--- src/rtl/frame_sched_ctrl_pkg.sv ---
// Shared definitions for the frame scheduler and the byte serializer it drives.
// State encoding, default framing bytes and the default channel count.
package frame_sched_ctrl_pkg;

    typedef enum logic [2:0] {
        ST_IDLE = 3'd0,
        ST_KICK = 3'd1,
        ST_HDR  = 3'd2,
        ST_DATA = 3'd3,
        ST_FTR  = 3'd4,
        ST_GAP  = 3'd5
    } state_t;

    localparam int         NUM_CHANNELS_DEF = 16;
    localparam logic [7:0] HEADER_BYTE      = 8'hAA;
    localparam logic [7:0] FOOTER_BYTE      = 8'hFF;

endpackage

--- src/rtl/frame_sched_ctrl_if.sv ---
// Channel-write, trigger and serializer-feed signals of the frame scheduler.
// The master side drives writes and triggers; the slave side is the scheduler.
interface frame_sched_ctrl_if #(
    parameter int ADDR_W = 4,
    parameter int CNT_W  = 16
);
    logic              ch_wr_en;
    logic [ADDR_W-1:0] ch_wr_addr;
    logic [7:0]        ch_wr_data;
    logic              trigger;
    logic [7:0]        ser_din;
    logic              ser_din_valid;
    logic              busy;
    logic              frame_done;
    logic              overrun;
    logic [CNT_W-1:0]  frame_count;

    modport master (
        output ch_wr_en, ch_wr_addr, ch_wr_data, trigger,
        input  ser_din, ser_din_valid, busy, frame_done, overrun, frame_count
    );

    modport slave (
        input  ch_wr_en, ch_wr_addr, ch_wr_data, trigger,
        output ser_din, ser_din_valid, busy, frame_done, overrun, frame_count
    );
endinterface

--- src/rtl/frame_sched_ctrl_chan_bank.sv ---
// Per-channel register bank with a frame snapshot and a read mux on the snapshot.
// A write coinciding with a snapshot lands in the snapshot too (write-through).
module frame_sched_ctrl_chan_bank
    import frame_sched_ctrl_pkg::*;
#(
    parameter int NUM_CHANNELS = NUM_CHANNELS_DEF,
    parameter int ADDR_W       = 4
) (
    input  logic              clk,
    input  logic              rst_n,
    input  logic              i_wr_en,
    input  logic [ADDR_W-1:0] i_wr_addr,
    input  logic [7:0]        i_wr_data,
    input  logic              i_snap,
    input  logic [ADDR_W-1:0] i_rd_idx,
    output logic [7:0]        o_rd_data
);
    logic [7:0] r_bank [NUM_CHANNELS];
    logic [7:0] r_snap [NUM_CHANNELS];

    // Addresses at or beyond NUM_CHANNELS never match any entry and are dropped.
    always_ff @(posedge clk) begin
        if (!rst_n) begin
            for (int i = 0; i < NUM_CHANNELS; i++) begin
                r_bank[i] <= 8'h00;
                r_snap[i] <= 8'h00;
            end
        end else begin
            for (int i = 0; i < NUM_CHANNELS; i++) begin
                if (i_wr_en && (i_wr_addr == ADDR_W'(i)))
                    r_bank[i] <= i_wr_data;
                if (i_snap)
                    r_snap[i] <= (i_wr_en && (i_wr_addr == ADDR_W'(i))) ? i_wr_data : r_bank[i];
            end
        end
    end

    always_comb begin
        o_rd_data = 8'h00;
        for (int i = 0; i < NUM_CHANNELS; i++) begin
            if (i_rd_idx == ADDR_W'(i))
                o_rd_data = r_snap[i];
        end
    end
endmodule

--- src/rtl/frame_sched_ctrl.sv ---
// Frame scheduler: streams a bank snapshot into the byte serializer as KICK, HDR,
// NUM_CHANNELS data bytes and FTR, with one-deep trigger queueing and an optional gap.
module frame_sched_ctrl
    import frame_sched_ctrl_pkg::*;
#(
    parameter int NUM_CHANNELS = NUM_CHANNELS_DEF,
    parameter int ADDR_W       = 4,
    parameter int GAP_CYCLES   = 0,
    parameter int CNT_W        = 16
) (
    input  logic             clk,
    input  logic             rst_n,
    frame_sched_ctrl_if.slave bus
);
    localparam logic [ADDR_W-1:0] LAST_IDX = ADDR_W'(NUM_CHANNELS - 1);

    state_t            r_state;
    state_t            w_next;
    logic [ADDR_W-1:0] r_idx;
    logic [7:0]        r_gap_cnt;
    logic              r_pending;
    logic              r_overrun;
    logic [CNT_W-1:0]  r_frame_count;
    logic              w_snap;
    logic              w_again;
    logic [7:0]        w_rd_data;

    frame_sched_ctrl_chan_bank #(
        .NUM_CHANNELS (NUM_CHANNELS),
        .ADDR_W       (ADDR_W)
    ) u_bank (
        .clk       (clk),
        .rst_n     (rst_n),
        .i_wr_en   (bus.ch_wr_en),
        .i_wr_addr (bus.ch_wr_addr),
        .i_wr_data (bus.ch_wr_data),
        .i_snap    (w_snap),
        .i_rd_idx  (r_idx),
        .o_rd_data (w_rd_data)
    );

    // A trigger arriving on the frame's last cycle chains straight into the next KICK.
    assign w_again = r_pending | bus.trigger;

    always_comb begin
        w_next = r_state;
        w_snap = 1'b0;
        unique case (r_state)
            ST_IDLE: if (bus.trigger) begin
                w_next = ST_KICK;
                w_snap = 1'b1;
            end
            ST_KICK: w_next = ST_HDR;
            ST_HDR:  w_next = ST_DATA;
            ST_DATA: if (r_idx == LAST_IDX) w_next = ST_FTR;
            ST_FTR: begin
                if (GAP_CYCLES > 0) begin
                    w_next = ST_GAP;
                end else if (w_again) begin
                    w_next = ST_KICK;
                    w_snap = 1'b1;
                end else begin
                    w_next = ST_IDLE;
                end
            end
            ST_GAP: if (r_gap_cnt == 8'd0) begin
                if (w_again) begin
                    w_next = ST_KICK;
                    w_snap = 1'b1;
                end else begin
                    w_next = ST_IDLE;
                end
            end
            default: w_next = ST_IDLE;
        endcase
    end

    always_ff @(posedge clk) begin
        if (!rst_n) begin
            r_state       <= ST_IDLE;
            r_idx         <= '0;
            r_gap_cnt     <= 8'd0;
            r_pending     <= 1'b0;
            r_overrun     <= 1'b0;
            r_frame_count <= '0;
        end else begin
            r_state   <= w_next;
            r_overrun <= 1'b0;
            if (r_state == ST_DATA)
                r_idx <= (r_idx == LAST_IDX) ? '0 : r_idx + ADDR_W'(1);
            if (r_state == ST_FTR) begin
                r_frame_count <= r_frame_count + CNT_W'(1);
                r_gap_cnt     <= 8'(GAP_CYCLES - 1);
            end else if (r_state == ST_GAP) begin
                r_gap_cnt <= r_gap_cnt - 8'd1;
            end
            // Consuming the pending slot with a coincident trigger re-arms it.
            if (r_state != ST_IDLE) begin
                if (w_snap)
                    r_pending <= r_pending & bus.trigger;
                else if (bus.trigger) begin
                    if (r_pending) r_overrun <= 1'b1;
                    else           r_pending <= 1'b1;
                end
            end
        end
    end

    assign bus.busy          = (r_state != ST_IDLE);
    assign bus.ser_din_valid = (r_state == ST_KICK) || (r_state == ST_DATA);
    assign bus.ser_din       = (r_state == ST_DATA) ? w_rd_data : 8'h00;
    assign bus.frame_done    = (r_state == ST_FTR);
    assign bus.overrun       = r_overrun;
    assign bus.frame_count   = r_frame_count;
endmodule

--- src/flat_wrapper.sv ---
// flat-port wrapper written by rule: the top's interface ports become plain ports
module frame_sched_ctrl_flat import frame_sched_ctrl_pkg::*;
#(
    parameter int NUM_CHANNELS = NUM_CHANNELS_DEF,
    parameter int ADDR_W       = 4,
    parameter int GAP_CYCLES   = 0,
    parameter int CNT_W        = 16
)
  (clk, rst_n, bus_ch_wr_en, bus_ch_wr_addr, bus_ch_wr_data, bus_trigger, bus_ser_din, bus_ser_din_valid, bus_busy, bus_frame_done, bus_overrun, bus_frame_count);
  frame_sched_ctrl_if #(.ADDR_W(ADDR_W), .CNT_W(CNT_W)) bus_i ();
  input  logic clk;
  input  logic rst_n;
  input wire logic [$bits(bus_i.ch_wr_en)-1:0] bus_ch_wr_en;
  input wire logic [$bits(bus_i.ch_wr_addr)-1:0] bus_ch_wr_addr;
  input wire logic [$bits(bus_i.ch_wr_data)-1:0] bus_ch_wr_data;
  input wire logic [$bits(bus_i.trigger)-1:0] bus_trigger;
  output wire logic [$bits(bus_i.ser_din)-1:0] bus_ser_din;
  output wire logic [$bits(bus_i.ser_din_valid)-1:0] bus_ser_din_valid;
  output wire logic [$bits(bus_i.busy)-1:0] bus_busy;
  output wire logic [$bits(bus_i.frame_done)-1:0] bus_frame_done;
  output wire logic [$bits(bus_i.overrun)-1:0] bus_overrun;
  output wire logic [$bits(bus_i.frame_count)-1:0] bus_frame_count;
  assign bus_i.ch_wr_en = bus_ch_wr_en;
  assign bus_i.ch_wr_addr = bus_ch_wr_addr;
  assign bus_i.ch_wr_data = bus_ch_wr_data;
  assign bus_i.trigger = bus_trigger;
  assign bus_ser_din = bus_i.ser_din;
  assign bus_ser_din_valid = bus_i.ser_din_valid;
  assign bus_busy = bus_i.busy;
  assign bus_frame_done = bus_i.frame_done;
  assign bus_overrun = bus_i.overrun;
  assign bus_frame_count = bus_i.frame_count;
  frame_sched_ctrl #(.NUM_CHANNELS(NUM_CHANNELS), .ADDR_W(ADDR_W), .GAP_CYCLES(GAP_CYCLES), .CNT_W(CNT_W)) u_core (.clk(clk), .rst_n(rst_n), .bus(bus_i));
endmodule
--- config.mk ---
export PLATFORM = sky130hd
export DESIGN_NAME = frame_sched_ctrl_flat
export DESIGN_NICKNAME = d
export VERILOG_FILES = /design/src/rtl/frame_sched_ctrl_pkg.sv /design/src/rtl/frame_sched_ctrl_if.sv /design/src/rtl/frame_sched_ctrl_chan_bank.sv /design/src/rtl/frame_sched_ctrl.sv /design/src/flat_wrapper.sv
export SDC_FILE = /design/constraint.sdc
export NUM_CORES = 1
export LEC_CHECK = 0
export BUFFER_PORTS_ARGS = -buffer_cell sky130_fd_sc_hd__buf_2
export CAP_MARGIN = 20
export CORE_UTILIZATION = 35
export DETAILED_ROUTE_END_ITERATION = 8
export MAX_ROUTING_LAYER = met4
export SLEW_MARGIN = 20
export SYNTH_ARGS = -nofsm -noshare
export SYNTH_HDL_FRONTEND = slang
export SYNTH_HIERARCHICAL = 1
export SYNTH_SLANG_ARGS = --single-unit
export TNS_END_PERCENT = 30
--- constraint.sdc ---
create_clock -name clk -period 7.8 [get_ports clk]
set_clock_uncertainty 0.2 [all_clocks]
set_input_delay 0.78 -clock clk [delete_from_list [all_inputs] [get_ports clk]]
set_output_delay 0.78 -clock clk [all_outputs]
set_load 0.05 [all_outputs]
==> results of run 1 <==
[registers in the layout (all words and copies together), names as in the netlist]
name and count:
u_core/u_bank/r_snap 128, u_core/bus.frame_count 16, u_core/r_state 3, u_core/r_gap_cnt 8, u_core/bus.overrun 1, u_core/r_idx 4
u_core/u_bank/r_bank 128, u_core/r_pending 1
[logic make-up (layout without fill, tap and decap cells)]
group	Yosys count	count (layout)	synth area share
multiplexers	69	69	0.0539
XOR/XNOR	10	10	0.00644
AND/OR/NAND/NOR	524	524	0.183
AO/OA/AOI/OAI	251	251	0.108
adder cells (fa/ha/maj)	3	3	0.00276
flip-flops	289	289	0.614
buffers and inverters	104	126	0.0329
[layout by cell type, fill, tap and decap left out, types with 17 or more instances in the layout]
cell and instances:
dfxtp_1 31, nand2b_1 17, nand2_1 222, buf_2 43, nor2b_1 56, o21ai_0 48, nand3_1 21, nor2_1 119
edfxtp_1 256, mux2i_1 62, a21oi_1 124, clkbuf_16 31
[power by group through the flow]
stage                     Clock (mW)  Combinational [mW]  Sequential, mW
after floorplan                    0               0.280            1.93
after global placement             0               0.367            1.98
after detailed placement           0               0.371            1.98
after CTS                       1.46               0.372            1.95
after global routing            1.52               0.407            1.96
final                           1.44               0.372            1.95
[worst max-delay path, cell delays in order (launching register included)]
cell	delay [ns]
dfxtp_2	0.91
inv_2	0.32
a221o_1	0.40
a2111oi_1	0.69
o21ai_1	0.20
a21oi_1	0.16
and2_1	0.15
buf_2	0.26
[area by class of cell]
class	count	area, µm²
multi-input cells	857	4820
clock buffers	36	795
inverters	18	67.6
clock inverters	19	189
flip-flops and latches	289	8350
fillers	3669	22800
repair buffers	53	290
well taps	511	639
[path summary, 6_finish.rpt]
kind | to | cells past startpoint
hold / removal | u_core/bus.frame_count[15] | 2
hold reg to reg | u_core/bus.frame_count[15] | 2
setup / recovery | bus_ser_din[5] | 7
setup reg to reg | u_core/u_bank/r_snap[1][40] | 7
[through the flow]
step,setup slack [ns],std cells,utilization,area [µm²]
2_1_floorplan,2.13,1250,-,13600
3_3_place_gp,3.57,1728,0.374,14200
3_5_place_dp,3.50,1728,0.374,14200
4_1_cts,3.18,1783,0.399,15200
5_1_grt,3.03,1783,0.399,15200
6_report,3.16,1783,0.399,15200
[per-layer routing]
| metal | share of wire | global-route usage | vias up |
|---|---|---|---|
| met1 | 0.45 | 0.275 | 4730 |
| li1 | - | - | 4483 |
| met2 | 0.45 | 0.295 | 398 |
| met5 | 0 | - | - |
| met3 | 0.079 | 0.0241 | 41 |
| met4 | 0.020 | 0.0390 | 0 |
==> results.txt, run 1 <==
status: completed
nets@finish: 1268
Std-Cell Rows: 71
Reg2Reg Launch Point: u_core/r_gap_cnt[0]
Worst Path Arrival: 3.66 ns
Clock power frac: 0.383
die height: 199 µm
Final min period: 4.64 ns
Slew @ Worst Pin: 0.974 ns
share of the synthesized area in the top cell type: 0.565
number of clock sinks: 289
dominant cells by area after synthesis: edfxtp_1, nand2_1, dfxtp_1
CP Launch Point: u_core/r_idx[0]
Initial Util: 0.359
CP Max Fanout: 45
internal cell power: 2.83 mW
Post-CTS Hold Buffers: 0
Worst-Skew Late Latency: 0.56 ns
Required @ worst endpoint: 6.82 ns
GRT Total Usage: 0.193
# H-tree levels: 1
ANT nets after route: 0
Slew Limit Fails: 0
max_slew headroom: 0.347
diodes inserted: 0
Synth Flop Type: edfxtp_1
P&R area growth vs syn: 11.4%
RePlAce Congestion: 0.907
CTS tree: built
syn_nets: 1269
DP HPWL: 24000 µm
Longest Clk Path Bufs: 3
DRC marker count from the first detailed-route iteration: 1217
RSZ-0062 raised after global routing: no
DR WL/cell: 20.7 µm
max cap viols: 0
hold crit path type: reg2reg
Via density: 5.41
root buffer cell: clkbuf_16
leading area contributor after synthesis: edfxtp_1
syn avg cell area: 10.9 µm²
via count: 9652
vias in the first global route: 9045
flops & latches, synth: 289
Synth Warn #: 6
Psw: 934 µW
Hold WS: 0.275 ns
Sw Share: 0.248
Seq pwr share: 0.518
cts repair resizes: 0
most common cell in the netlist: edfxtp_1
endpoint class of the critical path: output port
Hold Fails Final Rpt: 0
Core Footprint: 37900 µm²
setup TNS: 0 ns
Die ar.: 39700 µm²
clock transition at the registers of the reported paths: 0.06 ns
Design Power: 3.76 mW
CTS buffer count: 30
first-pass detailed-route iteration total: 5
Post-CTS Setup Inserts: 0
FFs w/ async S/R, synth: 0
part of the cycle the worst path needs: 0.595
I/O pin cnt: 44
initial antenna violation count: 0
flop2flop setup slack: 3.49 ns
maximum clock rate: 216 MHz
Logic pwr share: 0.099
Synth Instances: 1250
GRT overflow: 0
Seq/Total Area, Yosys: 0.614
number of remaining DRC errors: 0
Power Dens Cells: 248 nW/µm²
largest net degree at the start of global routing: 81
Post-synth top cells: edfxtp_1, nand2_1, a21oi_1, nor2_1, mux2i_1
synth unique cells: 73
global-route wire length before repair: 55800 µm
peak supply drop: 0.000199 V
layout cells sized above 1: 0.102
crit path kind: reg2out
crit start category: flip-flop
Hold Crit Start: u_core/bus.frame_count[15]
Leakage: 5.31 nW
number of flops mapped to enable cells by yosys: 256
Post-Syn Area: 13600 µm²
die extent in x: 199 µm
port bufs: 43
drt total wl: 36800 µm
final setup fails: 0
Note: power is estimated with default switching activity, not from simulation.
==> run 2: changes to the inputs <==
Clock period 7.8 ns to 4.59 ns, I/O delays scaled along.
==> results.txt, run 2 (synthesized netlist as in run 1, its figures left out) <==
status: completed
most common cell after layout, fill and taps aside: edfxtp_1
placed cells: 1742
Hold Fails Final Rpt: 0
diodes inserted: 0
die extent in x: 199 µm
layout cells sized above 1: 0.116
CP peak stage delay: 0.71 ns
final setup fails: 0
hold depth: 2
Final WS setup: 0.460 ns
Std-Cell Rows: 71
Placement Setup Slack: 0.861 ns
clock transition at the registers of the reported paths: 0.06 ns
worst reg2reg endpoint: u_core/u_bank/r_snap[1][41]
max_slew headroom: 0.311
register area: 8350 µm²
Core Footprint: 37900 µm²
drt total wl: 37800 µm
CP Buf/Inv Count: 2
part of the cycle the worst path needs: 0.900
maximum clock rate: 242 MHz
Reg2Reg Depth: 7
placed inst area: 14300 µm²
Required @ worst endpoint: 3.93 ns
Initial Util: 0.359
setup TNS: 0 ns
DP HPWL: 24700 µm
met3 wire len: 3310 µm
CP Cell Sequence: buf_4 -> nand2b_1 -> a211oi_1 -> a2111oi_1 -> o21ai_1 -> a21oi_1 -> and2_1 -> buf_2
max cap viols: 0
largest net degree at the start of global routing: 47
Power Dens Cells: 429 nW/µm²
met2 routed WL: 17200 µm
vias in the first global route: 9122
first-pass detailed-route iteration total: 5
DRC marker count from the first detailed-route iteration: 887
number of clock sinks: 289
Crit path max-delay family: compound AO/OA/AOI/OAI gates
# H-tree levels: 1
port bufs: 43
peak supply drop: 0.000316 V
crit start category: flip-flop
die height: 199 µm
RSZ-0062 raised after global routing: no
Slew @ Worst Pin: 1.03 ns
crit path kind: reg2out
ANT nets after route: 0
via count: 9702
Longest Clk Path Bufs: 3
M1 WL: 16500 µm
global-route wire length before repair: 56700 µm
Design Area, Final: 15400 µm²
most frequent cells in the layout: edfxtp_1, nand2_1, a21oi_1
multi-input logic area: 4820 µm²
Worst Path Arrival: 3.47 ns
CP Max Fanout: 31
number of remaining DRC errors: 0
CTS buffer count: 31
nets@finish: 1284
Final min period: 4.13 ns
Slew Limit Fails: 0
Leakage: 5.43 nW
initial antenna violation count: 0
fill cell count: 3618
Highest Signal Layer: met4
Die ar.: 39700 µm²
CTS tree: built
root buffer cell: clkbuf_16
Via density: 5.39
hold crit path type: reg2reg
GRT overflow: 0
Worst-Skew Late Latency: 0.57 ns
DR WL/cell: 21.0 µm
Finished Layout Cells: 1799
flop2flop setup slack: 0.87 ns
I/O pin cnt: 44
Hold Crit Start: u_core/bus.frame_count[15]
RePlAce Congestion: 0.889
Worst Hold End: u_core/bus.frame_count[15]
Reg2Reg Launch Point: u_core/r_gap_cnt[0]
Slowest cell on crit path: dfxtp_1
Hold WS: 0.282 ns
P&R area growth vs syn: 13.0%
endpoint class of the critical path: output port
GRT Total Usage: 0.196
[run 2: layer usage]
layer	track usage	vias up
met3	0.0311	56
met4	0.0487	0
met1	0.267	4699
met2	0.306	433
met5	-	-
li1	-	4514
[run 2: how the worst max path moves through the flow]
stage                        start                           to  slack (ns)  cells after the start
4_1_cts            u_core/r_idx[1]               bus_ser_din[7]        0.43                      7
3_3_place_gp   u_core/r_gap_cnt[0]  u_core/u_bank/r_snap[1][49]        0.93                      7
5_1_grt            u_core/r_idx[1]               bus_ser_din[6]        0.24                      9
2_1_floorplan  u_core/r_gap_cnt[0]   u_core/u_bank/r_snap[0][0]        0.40                      6
3_5_place_dp   u_core/r_gap_cnt[0]  u_core/u_bank/r_snap[1][49]        0.86                      7
6_report           u_core/r_idx[2]               bus_ser_din[7]        0.46                      8
[run 2: final cells by class]
cell class / count / area share
Multi-Input combinational cell: 857 / 0.314
Clock buffer: 34 / 0.0512
Timing Repair Buffer: 68 / 0.0288
Tap cell: 511 / 0.0416
Inverter: 18 / 0.00439
Sequential cell: 289 / 0.543
Clock inverter: 22 / 0.0172
[run 2: worst min-delay path: cells and delay by family (launching register included)]
family,cells,cell delay [ns]
flip-flops,1,0.31
AO/OA/AOI/OAI,2,0.12
[run 2: through the flow]
stage,utilization,power [mW]
floorplan,-,3.75
global placement,0.377,4.04
detailed placement,0.377,4.04
CTS,0.405,6.64
global route,0.405,6.81
finish,0.405,6.60
[run 2: report_power, final]
part	switching, mW	internal, mW	leakage, nW
clock	1.04	1.57	0.511
combinational	0.468	0.213	2.07
sequential	0.149	3.16	2.84
[run 2: timing repair]
| item | CTS | global route |
|---|---|---|
| setup buffers | 0 | 0 |
| hold buffers | 1 | 0 |
| endpoints found under the hold margin | 1 | 0 |
| gates resized for setup | 0 | 0 |
